<file path="src/rtl/ex_wb_stage_pkg.sv">
// Shared constants for the execute/writeback stage and its register file.
package ex_wb_stage_pkg;
   localparam int DATA_W = 8;
   localparam int ADDR_W = 3;
   localparam int NREGS  = 8;

   localparam logic WMUX_MOV = 1'b0;
   localparam logic WMUX_ADD = 1'b1;
endpackage

</file>
<file path="src/rtl/ex_wb_stage_regfile_bypass.sv">
// Architectural register file with one synchronous write port and two
// combinational read ports that see the pending writeback value.
module regfile_bypass #(
   parameter int DATA_W = ex_wb_stage_pkg::DATA_W,
   parameter int ADDR_W = ex_wb_stage_pkg::ADDR_W,
   parameter int NREGS  = ex_wb_stage_pkg::NREGS
) (
   input  logic              clock,
   input  logic              reset,
   input  logic              we,
   input  logic [ADDR_W-1:0] waddr,
   input  logic [DATA_W-1:0] wdata,
   input  logic [ADDR_W-1:0] raddr_a,
   input  logic [ADDR_W-1:0] raddr_b,
   output logic [DATA_W-1:0] rdata_a,
   output logic [DATA_W-1:0] rdata_b
);
   logic [DATA_W-1:0] regs [NREGS];

   always_ff @(posedge clock) begin
      if (reset) begin
         for (int i = 0; i < NREGS; i++) regs[i] <= '0;
      end else if (we) begin
         regs[waddr] <= wdata;
      end
   end

   // The write port carries the EX/WB entry, so it doubles as the bypass source.
   always_comb begin
      rdata_a = regs[raddr_a];
      rdata_b = regs[raddr_b];
      if (we && (waddr == raddr_a)) rdata_a = wdata;
      if (we && (waddr == raddr_b)) rdata_b = wdata;
   end
endmodule

</file>
<file path="src/rtl/ex_wb_stage.sv">
// Execute + writeback stage: operand forwarding, MOV/ADD ALU, EX/WB register
// and register file commit with bypassed ID read ports.
module ex_wb_stage #(
   parameter int DATA_W = ex_wb_stage_pkg::DATA_W,
   parameter int ADDR_W = ex_wb_stage_pkg::ADDR_W,
   parameter int NREGS  = ex_wb_stage_pkg::NREGS
) (
   input  logic              clock,
   input  logic              reset,
   input  logic [DATA_W-1:0] ex_rsdata,
   input  logic [DATA_W-1:0] ex_rddata,
   input  logic [ADDR_W-1:0] ex_rs,
   input  logic [ADDR_W-1:0] ex_rd,
   input  logic              ex_write_mux,
   input  logic              ex_regwrite,
   input  logic [ADDR_W-1:0] id_raddr_a,
   input  logic [ADDR_W-1:0] id_raddr_b,
   output logic [DATA_W-1:0] id_rdata_a,
   output logic [DATA_W-1:0] id_rdata_b,
   output logic [ADDR_W-1:0] wb_rd,
   output logic [DATA_W-1:0] wb_data,
   output logic              wb_regwrite,
   output logic              fwd_rs,
   output logic              fwd_rd,
   output logic [7:0]        retire_count
);
   import ex_wb_stage_pkg::*;

   logic [DATA_W-1:0] rs_op;
   logic [DATA_W-1:0] rd_op;
   logic [DATA_W-1:0] sum;
   logic [DATA_W-1:0] result;

   always_comb begin
      fwd_rs = wb_regwrite && (wb_rd == ex_rs);
      fwd_rd = wb_regwrite && (wb_rd == ex_rd);
      rs_op  = fwd_rs ? wb_data : ex_rsdata;
      rd_op  = fwd_rd ? wb_data : ex_rddata;
   end

   // Carry out of the add is intentionally dropped.
   assign sum = rs_op + rd_op;

   always_comb begin
      case (ex_write_mux)
         WMUX_MOV: result = rs_op;
         WMUX_ADD: result = sum;
         default:  result = rs_op;
      endcase
   end

   always_ff @(posedge clock) begin
      if (reset) begin
         wb_rd        <= '0;
         wb_data      <= '0;
         wb_regwrite  <= 1'b0;
         retire_count <= '0;
      end else begin
         wb_rd       <= ex_rd;
         wb_data     <= result;
         wb_regwrite <= ex_regwrite;
         if (wb_regwrite) retire_count <= retire_count + 8'd1;
      end
   end

   regfile_bypass #(
      .DATA_W (DATA_W),
      .ADDR_W (ADDR_W),
      .NREGS  (NREGS)
   ) u_regfile (
      .clock   (clock),
      .reset   (reset),
      .we      (wb_regwrite),
      .waddr   (wb_rd),
      .wdata   (wb_data),
      .raddr_a (id_raddr_a),
      .raddr_b (id_raddr_b),
      .rdata_a (id_rdata_a),
      .rdata_b (id_rdata_b)
   );
endmodule

</file>
<file path="config.mk">
export PLATFORM = sky130hd
export DESIGN_NAME = ex_wb_stage
export DESIGN_NICKNAME = d
export VERILOG_FILES = /design/src/rtl/ex_wb_stage_pkg.sv /design/src/rtl/ex_wb_stage_regfile_bypass.sv /design/src/rtl/ex_wb_stage.sv
export SDC_FILE = /design/constraint.sdc
export NUM_CORES = 1
export LEC_CHECK = 0
export BUFFER_PORTS_ARGS = -buffer_cell sky130_fd_sc_hd__buf_2
export CAP_MARGIN = 25
export CORE_MARGIN = 2
export CORE_UTILIZATION = 64
export CTS_BUF_LIST = sky130_fd_sc_hd__clkbuf_8
export DETAILED_ROUTE_END_ITERATION = 8
export PLACE_DENSITY = 0.88
export SYNTH_ARGS = -nofsm -noshare
export SYNTH_HDL_FRONTEND = slang
export SYNTH_SLANG_ARGS = --single-unit
</file>
<file path="constraint.sdc">
create_clock -name clock -period 4.6 [get_ports clock]
set_input_delay 0.46 -clock clock [delete_from_list [all_inputs] [get_ports clock]]
set_output_delay 0.46 -clock clock [all_outputs]
set_load 0.05 [all_outputs]
</file>
==> results.sh, run 1 <==
export IMPL_status="completed"
export IMPL_syn_cell_area_um2=4980
export IMPL_firstDrtPassIters=5
export IMPL_synth_top_area_share=0.386
export IMPL_period_needed_ns=3.16
export IMPL_whs_path_depth=2
export IMPL_power_internal_uw=1340
export IMPL_fin_skew_ns=0.0128
export IMPL_cts_max_level=3
export IMPL_synthTopCellsByArea="edfxtp_1, mux4_2, and2_1"
export IMPL_rrSetupSlack_ns=1.44
export IMPL_wirelength_um=11000
export IMPL_worstMarginPinSlew_ns=0.732
export IMPL_seq_power_share=0.477
export IMPL_grt_pass1_wl_um=17500
export IMPL_rows=32
export IMPL_nFillCells=524
export IMPL_post_cts_buffers=0
export IMPL_ctsLongestPathBuffers=2
export IMPL_cts_tree="done"
export IMPL_post_drt_via_cell_ratio=5.87
export IMPL_critPathSlowestCell="dfxtp_1"
export IMPL_gp_congestion=0.901
export IMPL_hpwl_um=7690
export IMPL_async_flop_share=0
export IMPL_total_leakage_power_uw=0.00231
export IMPL_worst_setup_path_end_kind="register"
export IMPL_dieArea_um2=8500
export IMPL_ir_worst_vdd_uv=204
export IMPL_finalSetupTns_ns=0
export IMPL_initial_core_util=0.651
export IMPL_p_sw_uw=548
export IMPL_ys_warn_count=0
export IMPL_dpl_worst_slack_ns=1.43
export IMPL_synth_seq_area_share=0.467
export IMPL_ys_ff_latch=84
export IMPL_wl_per_cell_um=19.0
export IMPL_p_comb_frac=0.194
export IMPL_grt_overflow=0
export IMPL_clk_latency_ns=0.35
export IMPL_fin_nets=513
export IMPL_io_pins=70
export IMPL_die_w_um=92.2
export IMPL_slew_headroom=0.511
export IMPL_drv_cap=0
export IMPL_reg2reg_depth=13
export IMPL_crit_top_cell="nand2_1"
export IMPL_vias=3401
export IMPL_ant_nets=0
export IMPL_core_um2=7650
export IMPL_drive_gt1_frac=0.289
export IMPL_fmax_mhz=317
export IMPL_syn_nets=459
export IMPL_cp_cell_sequence="xnor2_2 > nand4_4 > inv_1 > nand2_1 > nand2_1 > ha_1 > a21o_1 > a21oi_1 > o21ai_0 > nand2_1 > o21ai_2 > mux2i_1 > mux2_1"
export IMPL_syn2layout_area_growth_pct=11.9
export IMPL_switching_share=0.290
export IMPL_critPathMaxFanout=10
export IMPL_track_usage=0.276
export IMPL_cts_sinks=84
export IMPL_ctsResizeCount=0
export IMPL_hold_violations=0
export IMPL_ys_types=40
export IMPL_power_density_nw_per_um2=339
export IMPL_power_share_clock=0.329
export IMPL_antenna_found_initial=0
export IMPL_postCtsHoldBufs=0
export IMPL_setup_viol_count_final=0
export IMPL_first_iter_violations=279
export IMPL_crit_type="reg -> reg"
export IMPL_critPathMaxStageDelay_ns=0.69
export IMPL_drc=0
export IMPL_yosys_area_top_type="edfxtp_1"
export IMPL_clock_root_buffer="clkbuf_8"
export IMPL_slew_viol_final=0
export IMPL_syn_area_per_cell_um2=11.9
export IMPL_synth_edff_count=64
export IMPL_required_ns=4.84
export IMPL_rsz0062_at_grt="false"
export IMPL_grt_pass1_vias=3533
export IMPL_final_util=0.728
export IMPL_setup_slack_ns=1.44
export IMPL_portBuffers=69
export IMPL_hold_path_class="in -> reg"
export IMPL_syn_inst=418
export IMPL_grt_max_degree=35
export IMPL_die_y_um=92.2
export IMPL_synth_flop_cell="edfxtp_1"
export IMPL_n_antenna_cell=0
export IMPL_clk_pin_slew_ns=0.08
export IMPL_period_share=0.687
export IMPL_start_kind="register"
export IMPL_cts_buffers_inserted=9
export IMPL_critPathArrivalTime_ns=3.39
worst max-delay path, delay by kind of cell (launching register included):
family	cells	cell delay, ns
muxes	2	0.53
DFF	1	0.69
xor gates and xnor gates	1	0.20
buffers and inverters	1	0.25
and+or+nand+nor	4	0.51
adders and majority gates	1	0.19
AOI/OAI and AO/OA	4	0.66
logic make-up after synthesis:
group           after synthesis  share of synthesized area
simple gates                179                      0.190
flops                        84                      0.467
mux                          55                      0.197
compound gates               34                     0.0385
buf+inv                      33                     0.0307
xor+xnor                     24                     0.0535
fa+ha+maj                     9                     0.0241
sequential cells by signal, indices dropped and copies added, names as in the netlist, named ones only:
signal / flops
retire_count: 8
wb_rd: 3
wb_data: 7
wb_regwrite: 1
u_regfile.regs: 64
per-stage QoR:
stage | instances | hold WS [ns] | power, µW | area (µm²)
after floorplan | 418 | 0.588 | 1190 | 4980
after global placement | 563 | 0.467 | 1270 | 5330
after detailed placement | 563 | 0.491 | 1290 | 5330
after CTS | 579 | 0.320 | 1890 | 5570
after global routing | 579 | 0.327 | 1960 | 5570
final | 579 | 0.326 | 1890 | 5570
per-layer routing:
layer / GRT usage / share of wire / up-vias
met5: 0 / 0 / -
met4: 0.107 / 0.026 / 0
met3: 0.0427 / 0.068 / 24
met2: 0.487 / 0.53 / 159
met1: 0.345 / 0.38 / 1622
li1: - / - / 1596
path summary, 6_finish.rpt:
kind                   start               to
max                 wb_rd[1]       wb_data[7]
min reg2reg  retire_count[7]  retire_count[7]
max reg2reg         wb_rd[1]       wb_data[7]
min              ex_regwrite      wb_regwrite
layout by cell type, fill, tap and decap left out, types with 2 or more instances in the layout:
cell	n
nor2_1	37
or3_1	2
nand2_1	45
ha_1	8
clkinv_1	2
mux2i_1	19
edfxtp_1	64
a21o_1	2
nor4_1	2
o21ai_0	3
clkinv_4	2
nand4_4	2
buf_4	2
bufinv_16	3
xnor2_1	12
a211oi_1	4
clkbuf_8	9
or2_2	7
nand2b_1	2
a21oi_1	23
and2_1	64
xnor2_2	5
buf_2	69
mux2i_4	2
nor2b_1	7
mux4_2	32
dfxtp_1	20
nand4_1	5
inv_1	4
xor2_1	6
nor3_1	2
area by class of cell:
cell class	instances	area [µm²]	area share
repair buffers	71	360	0.0647
inverters	5	18.8	0.00337
well taps	102	128	0.0229
multi-input cells	301	2500	0.449
flip-flops and latches	84	2320	0.417
clock buffers	9	124	0.0222
clock inverters	7	115	0.0207
power groups by stage:
stage	logic, µW	clock network (µW)	registers (µW)
6_report	366	622	902
5_1_grt	390	659	907
4_1_cts	368	625	900
3_5_place_dp	367	0	918
3_3_place_gp	360	0	913
2_1_floorplan	271	0	920
cell usage after synthesis, types with 2 or more instances:
master    count
clkbuf_1     19
mux2i_4       2
nor3_1        2
nand4_1       5
or2_2         7
or3_1         2
nor2b_1       7
inv_1         4
mux2i_1      19
nor4_1        2
o21ai_0       3
a21o_1        2
dfxtp_1      20
buf_6         3
nand4_4       2
nand2_1      45
nor2_1       37
nand2b_1      2
edfxtp_1     64
ha_1          8
and2_1       64
xor2_1        6
xnor2_1      12
a211oi_1      4
a21oi_1      23
xnor2_2       5
mux4_2       32
buf_2         5
Note: power is estimated with default switching activity, not from simulation.
==> run 2, diff against run 1 <==
--- a/config.mk
+++ b/config.mk
@@ -8,10 +8,10 @@
 export BUFFER_PORTS_ARGS = -buffer_cell sky130_fd_sc_hd__buf_2
 export CAP_MARGIN = 25
 export CORE_MARGIN = 2
-export CORE_UTILIZATION = 64
+export CORE_UTILIZATION = 60
 export CTS_BUF_LIST = sky130_fd_sc_hd__clkbuf_8
 export DETAILED_ROUTE_END_ITERATION = 8
-export PLACE_DENSITY = 0.88
+export PLACE_DENSITY = 0.83
 export SYNTH_ARGS = -nofsm -noshare
 export SYNTH_HDL_FRONTEND = slang
 export SYNTH_SLANG_ARGS = --single-unit
==> constraint.sdc (replaced) <==
create_clock -name clock -period 3.25 [get_ports clock]
set_input_delay 0.325 -clock clock [delete_from_list [all_inputs] [get_ports clock]]
set_output_delay 0.325 -clock clock [all_outputs]
set_load 0.05 [all_outputs]
==> run 2 against run 1 <==
  * Maximum frequency increased by 4.9%
  * Sequential share of layout area down 0.36 points
  * First-iteration DRC count shrank 6.8%
  * Critical path depth unchanged
  * Core utilization is 3.7 points lower
  * Combinational power grew 51%
==> results.sh, run 2 (synthesis gave the netlist of run 1 again) <==
export IMPL_status="completed"
export IMPL_rsz0062_at_grt="false"
export IMPL_grt_max_degree=35
export IMPL_worstReg2RegStart="wb_rd[0]"
export IMPL_cts_buffers_inserted=9
export IMPL_antenna_found_initial=0
export IMPL_grt_overflow=0
export IMPL_rr_endpoint="wb_data[6]"
export IMPL_post_cts_buffers=0
export IMPL_portBuffers=69
export IMPL_min_to="wb_regwrite"
export IMPL_ant_nets=0
export IMPL_gp_congestion=0.880
export IMPL_io_pins=70
export IMPL_worst_setup_path_end_kind="register"
export IMPL_drc=0
export IMPL_initial_core_util=0.612
export IMPL_n_antenna_cell=0
export IMPL_fin_nets=526
export IMPL_finalSetupTns_ns=0
export IMPL_top_regs="u_regfile.regs x64, retire_count x8, wb_data x7"
export IMPL_slew_viol_final=0
export IMPL_syn2layout_area_growth_pct=12.9
export IMPL_rows=33
export IMPL_ctsLongestPathBuffers=2
export IMPL_cts_tree="done"
export IMPL_drive_gt1_frac=0.312
export IMPL_power_total_uw=2520
export IMPL_ir_worst_vdd_uv=306
export IMPL_grt_pass1_wl_um=18200
export IMPL_period_share=0.926
export IMPL_critPathMaxStageDelay_ns=0.57
export IMPL_cts_max_level=3
export IMPL_met3_usage=0.0364
export IMPL_start_kind="register"
export IMPL_largest_register="u_regfile.regs"
export IMPL_whs_path_depth=2
export IMPL_cp_buffers_inverters=1
export IMPL_final_util=0.691
export IMPL_critPathMaxFanout=9
export IMPL_setup_viol_count_final=0
export IMPL_track_usage=0.277
export IMPL_drv_cap=0
export IMPL_crit_type="reg -> reg"
export IMPL_die_w_um=95.1
export IMPL_firstDrtPassIters=4
export IMPL_worstMarginPinSlew_ns=0.689
export IMPL_core_um2=8130
export IMPL_ctsResizeCount=0
export IMPL_largest_reg_flops=64
export IMPL_busiest_layer="met2"
export IMPL_min_delay_start="ex_regwrite"
export IMPL_power_density_nw_per_um2=448
export IMPL_fmax_mhz=332
export IMPL_total_leakage_power_uw=0.00235
export IMPL_grt_use_met1=0.341
export IMPL_dieArea_um2=9040
export IMPL_wirelength_um=11500
export IMPL_hpwl_um=8290
export IMPL_final_cell_mix="buf_2, and2_1, edfxtp_1, nand2_1, nor2_1"
export IMPL_wl_per_cell_um=19.4
export IMPL_post_drt_via_cell_ratio=5.82
export IMPL_critPathSlowestCell="dfxtp_1"
export IMPL_die_y_um=95.1
export IMPL_clk_pin_slew_ns=0.08
export IMPL_fin_skew_ns=0.00784
export IMPL_nFillCells=595
export IMPL_hold_path_class="in -> reg"
export IMPL_rrSetupSlack_ns=0.24
export IMPL_period_needed_ns=3.01
export IMPL_critPathArrivalTime_ns=3.28
export IMPL_final_cell_area_um2=5620
export IMPL_mostFrequentLayoutCell="buf_2"
export IMPL_vias=3462
export IMPL_placedCellCount=579
export IMPL_hold_violations=0
export IMPL_required_ns=3.52
export IMPL_slew_headroom=0.539
export IMPL_met2_usage=0.489
export IMPL_postCtsHoldBufs=0
export IMPL_crit_family="compound AO/OA/AOI/OAI gates"
export IMPL_place_area_um2=5440
export IMPL_cp_cell_sequence="xnor2_2 > nand4_4 > clkinvlp_4 > nand2_1 > nand2_1 > ha_1 > fa_1 > a21o_1 > a21oi_1 > o21bai_1 > a21oi_1 > xor2_1 > a211oi_1"
export IMPL_clk_latency_ns=0.35
export IMPL_reg2reg_depth=13
export IMPL_final_cell_count_no_fill=595
export IMPL_first_iter_violations=260
export IMPL_clock_root_buffer="clkbuf_8"
export IMPL_grt_pass1_vias=3500
export IMPL_cts_sinks=84
run 2: cell count changes in the layout (fill, tap and decap cells not counted), sizes merged:
cell / change
buf: +13
bufinv: -2
clkinv: -1
clkinvlp: +2
inv: +1
run 2: worst max-delay path by stage:
stage / cells after the start / end / slack (ns) / start
floorplan: 14 / wb_data[7] / 0.03 / wb_rd[1]
global placement: 13 / wb_data[7] / 0.37 / wb_rd[2]
detailed placement: 13 / wb_data[7] / 0.23 / wb_rd[2]
CTS: 13 / wb_data[7] / 0.21 / wb_rd[2]
global route: 13 / wb_data[6] / 0.03 / wb_rd[0]
finish: 13 / wb_data[6] / 0.24 / wb_rd[0]
run 2: layout make-up:
type / count / area [µm²] / share of cell area
Multi-Input combinational cell: 301 / 2500 / 0.445
Sequential cell: 84 / 2320 / 0.413
Timing Repair Buffer: 84 / 458 / 0.0815
Tap cell: 105 / 131 / 0.0234
Clock buffer: 9 / 124 / 0.0220
Clock inverter: 7 / 60.1 / 0.0107
Inverter: 5 / 22.5 / 0.00401
run 2: metal layers:
| layer | part of all wire | vias up |
|---|---|---|
| met1 | 0.39 | 1690 |
| met2 | 0.52 | 131 |
| met4 | 0.024 | 0 |
| met5 | 0 | - |
| li1 | - | 1622 |
| met3 | 0.067 | 19 |
run 2: worst reg2reg max path, cell delays in order, from the launching register on:
cell and delay (ns):
dfxtp_1 0.57, xnor2_2 0.15, nand4_4 0.22, clkinvlp_4 0.19, nand2_1 0.10, nand2_1 0.05
ha_1 0.20, fa_1 0.42, a21o_1 0.17, a21oi_1 0.22, o21bai_1 0.12, a21oi_1 0.21
xor2_1 0.09, a211oi_1 0.24
run 2: power by group:
group | leakage, µW | internal, µW | switching (µW) | total (µW)
clock network | 0.000101 | 346 | 362 | 707
registers | 0.000819 | 1200 | 60.3 | 1260
logic | 0.00143 | 201 | 350 | 551
run 2: stage by stage:
stage	setup WS (ns)	hold slack (ns)
global route	0.0267	0.212
detailed placement	0.229	0.479
global placement	0.371	0.465
finish	0.241	0.213
CTS	0.210	0.208
floorplan	0.0296	0.453
==> run 3, diff against run 2 <==
--- a/config.mk
+++ b/config.mk
@@ -5,6 +5,7 @@
 export SDC_FILE = /design/constraint.sdc
 export NUM_CORES = 1
 export LEC_CHECK = 0
+export ABC_AREA = 1
 export BUFFER_PORTS_ARGS = -buffer_cell sky130_fd_sc_hd__buf_2
 export CAP_MARGIN = 25
 export CORE_MARGIN = 2
==> run 3 against run 2 <==
  * Clock skew is 0.0029 ns higher
  * First-iteration DRC count is 120% higher
  * Largest cell class is now registers
  * Clock power is 6.9% higher
  * Via count is 39% higher
==> results.sh, run 3 <==
export IMPL_post_cts_buffers=0
export IMPL_rr_endpoint="wb_data[6]"
export IMPL_drv_cap=0
export IMPL_syn_inst=641
export IMPL_ant_nets=0
export IMPL_synthTopCellsByArea="edfxtp_1, o21ai_0, dfxtp_1"
export IMPL_syn_area_per_cell_um2=7.80
export IMPL_worstReg2RegStart="wb_rd[1]"
export IMPL_grt_overflow=0
export IMPL_synth_edff_count=64
export IMPL_worst_setup_path_end_kind="register"
export IMPL_yosys_area_top_type="edfxtp_1"
export IMPL_status="completed"
export IMPL_grt_pass1_vias=4428
export IMPL_clk_pin_slew_ns=0.09
export IMPL_synth_top_area_share=0.384
export IMPL_reg2reg_depth=15
export IMPL_fin_skew_ns=0.0107
export IMPL_n_antenna_cell=0
export IMPL_final_cell_count_no_fill=802
export IMPL_wl_per_cell_um=17.0
export IMPL_total_leakage_power_uw=0.00243
export IMPL_nFillCells=684
export IMPL_power_density_nw_per_um2=462
export IMPL_die_y_um=95.3
export IMPL_portBuffers=69
export IMPL_placedCellCount=785
export IMPL_worstMarginPinSlew_ns=0.680
export IMPL_drive_gt1_frac=0.152
export IMPL_ys_warn_count=0
export IMPL_netlist_top_cells_count="nor2_1, nand2_1, o21ai_0"
export IMPL_ctsResizeCount=0
export IMPL_core_um2=8130
export IMPL_post_drt_via_cell_ratio=6.01
export IMPL_largest_register="u_regfile.regs"
export IMPL_syn2layout_area_growth_pct=11.7
export IMPL_io_pins=70
export IMPL_hold_slack_ns=0.171
export IMPL_async_flop_share=0
export IMPL_rsz0062_at_grt="false"
export IMPL_period_needed_ns=2.77
export IMPL_syn_cell_area_um2=5000
export IMPL_track_usage=0.311
export IMPL_grt_max_degree=57
export IMPL_synth_seq_area_share=0.464
export IMPL_postCtsHoldBufs=0
export IMPL_synth_most_common_cell="nor2_1"
export IMPL_cts_sinks=84
export IMPL_dpl_worst_slack_ns=0.520
export IMPL_crit_start="wb_rd[1]"
export IMPL_clk_latency_ns=0.37
export IMPL_syn_nets=682
export IMPL_vias=4817
export IMPL_antenna_found_initial=0
export IMPL_ctsLongestPathBuffers=2
export IMPL_fmax_mhz=361
export IMPL_ir_worst_vdd_uv=221
export IMPL_fin_nets=733
export IMPL_hpwl_um=9390
export IMPL_rrSetupSlack_ns=0.48
export IMPL_min_to="wb_regwrite"
export IMPL_largest_reg_flops=64
export IMPL_period_share=0.853
export IMPL_drc=0
export IMPL_critPathArrivalTime_ns=3.03
export IMPL_slew_viol_final=0
export IMPL_setup_slack_ns=0.479
export IMPL_top_regs="u_regfile.regs x64, retire_count x8, wb_data x7"
export IMPL_finalSetupTns_ns=0
export IMPL_setup_viol_count_final=0
export IMPL_power_total_uw=2580
export IMPL_dieArea_um2=9080
export IMPL_slew_headroom=0.547
export IMPL_cts_buffers_inserted=9
export IMPL_synth_flop_cell="edfxtp_1"
export IMPL_final_cell_mix="nor2_1, nand2_1, o21ai_0, buf_2, inv_1"
export IMPL_ys_types=35
export IMPL_die_w_um=95.3
export IMPL_ys_ff_latch=84
export IMPL_cts_max_level=3
export IMPL_required_ns=3.51
export IMPL_first_iter_violations=562
export IMPL_mostFrequentLayoutCell="nor2_1"
export IMPL_gp_congestion=0.943
export IMPL_multi_input_area_um2=2260
export IMPL_whs_path_depth=3
export IMPL_ff_latch_area_um2=2320
export IMPL_rows=33
export IMPL_start_kind="register"
export IMPL_initial_core_util=0.615
export IMPL_clock_root_buffer="clkbuf_8"
export IMPL_critPathMaxFanout=17
export IMPL_hold_violations=0
export IMPL_firstDrtPassIters=6
export IMPL_min_delay_start="ex_regwrite"
export IMPL_crit_type="reg -> reg"
export IMPL_hold_path_class="in -> reg"
export IMPL_cts_tree="done"
export IMPL_grt_pass1_wl_um=21400
export IMPL_wirelength_um=13700
==> run 3: metrics by stage <==
stage | utilization | instance area (µm²)
after detailed placement | 0.662 | 5390
after floorplan | - | 5000
after global placement | 0.662 | 5390
after global routing | 0.687 | 5590
after CTS | 0.686 | 5580
final | 0.687 | 5590
==> run 3: how the worst max path moves through the flow <==
stage / to / slack (ns) / cells after the start
finish: wb_data[6] / 0.48 / 15
global placement: wb_data[6] / 0.65 / 15
floorplan: wb_data[6] / 0.29 / 16
detailed placement: wb_data[6] / 0.52 / 15
global route: wb_data[6] / 0.23 / 15
CTS: id_rdata_a[6] / 0.37 / 5
==> run 3: logic make-up after synthesis <==
family                     count (synthesis)  synth area share
adders and majority gates                  9            0.0240
buffers and inverters                    107            0.0828
DFF                                       84             0.464
xor gates and xnor gates                   7            0.0123
and+or+nand+nor                          244             0.204
muxes                                      2           0.00400
AOI/OAI and AO/OA                        188             0.208
==> run 3: area by class of cell <==
cell class,count,share of cell area
timing repair buffer,79,0.0753
tap,105,0.0235
sequential,84,0.416
inverter,68,0.0457
clock buffer,9,0.0222
clock inverter,7,0.0123
multi-input combinational,450,0.405
==> run 3: critical path: stages, from the launching register on <==
cell and delay, ns:
dfxtp_1 0.49, inv_2 0.12, nand2_1 0.09, nand2_1 0.08, nor2_4 0.18, nand2_4 0.14
nand2_1 0.08, o21ai_0 0.11, ha_1 0.27, fa_1 0.41, nand3_1 0.09, nand2_1 0.08
a21o_1 0.16, a21oi_1 0.15, xor2_1 0.15, a21oi_1 0.07
==> run 3: where the power goes <==
part / total, µW / internal, µW / switching [µW] / leakage, µW
sequential: 1230 / 1200 / 30.7 / 0.000814
clock: 756 / 352 / 404 / 0.0000907
combinational: 593 / 156 / 437 / 0.00152
==> run 3: routing by layer <==
metal | vias up | wire (µm) | part of all wire | global-route usage
met3 | 48 | 1350 | 0.098 | 0.0664
met2 | 276 | 6590 | 0.48 | 0.525
met1 | 2224 | 5390 | 0.39 | 0.396
met5 | - | 0 | 0 | 0
met4 | 0 | 332 | 0.024 | 0.109
li1 | 2269 | - | - | -
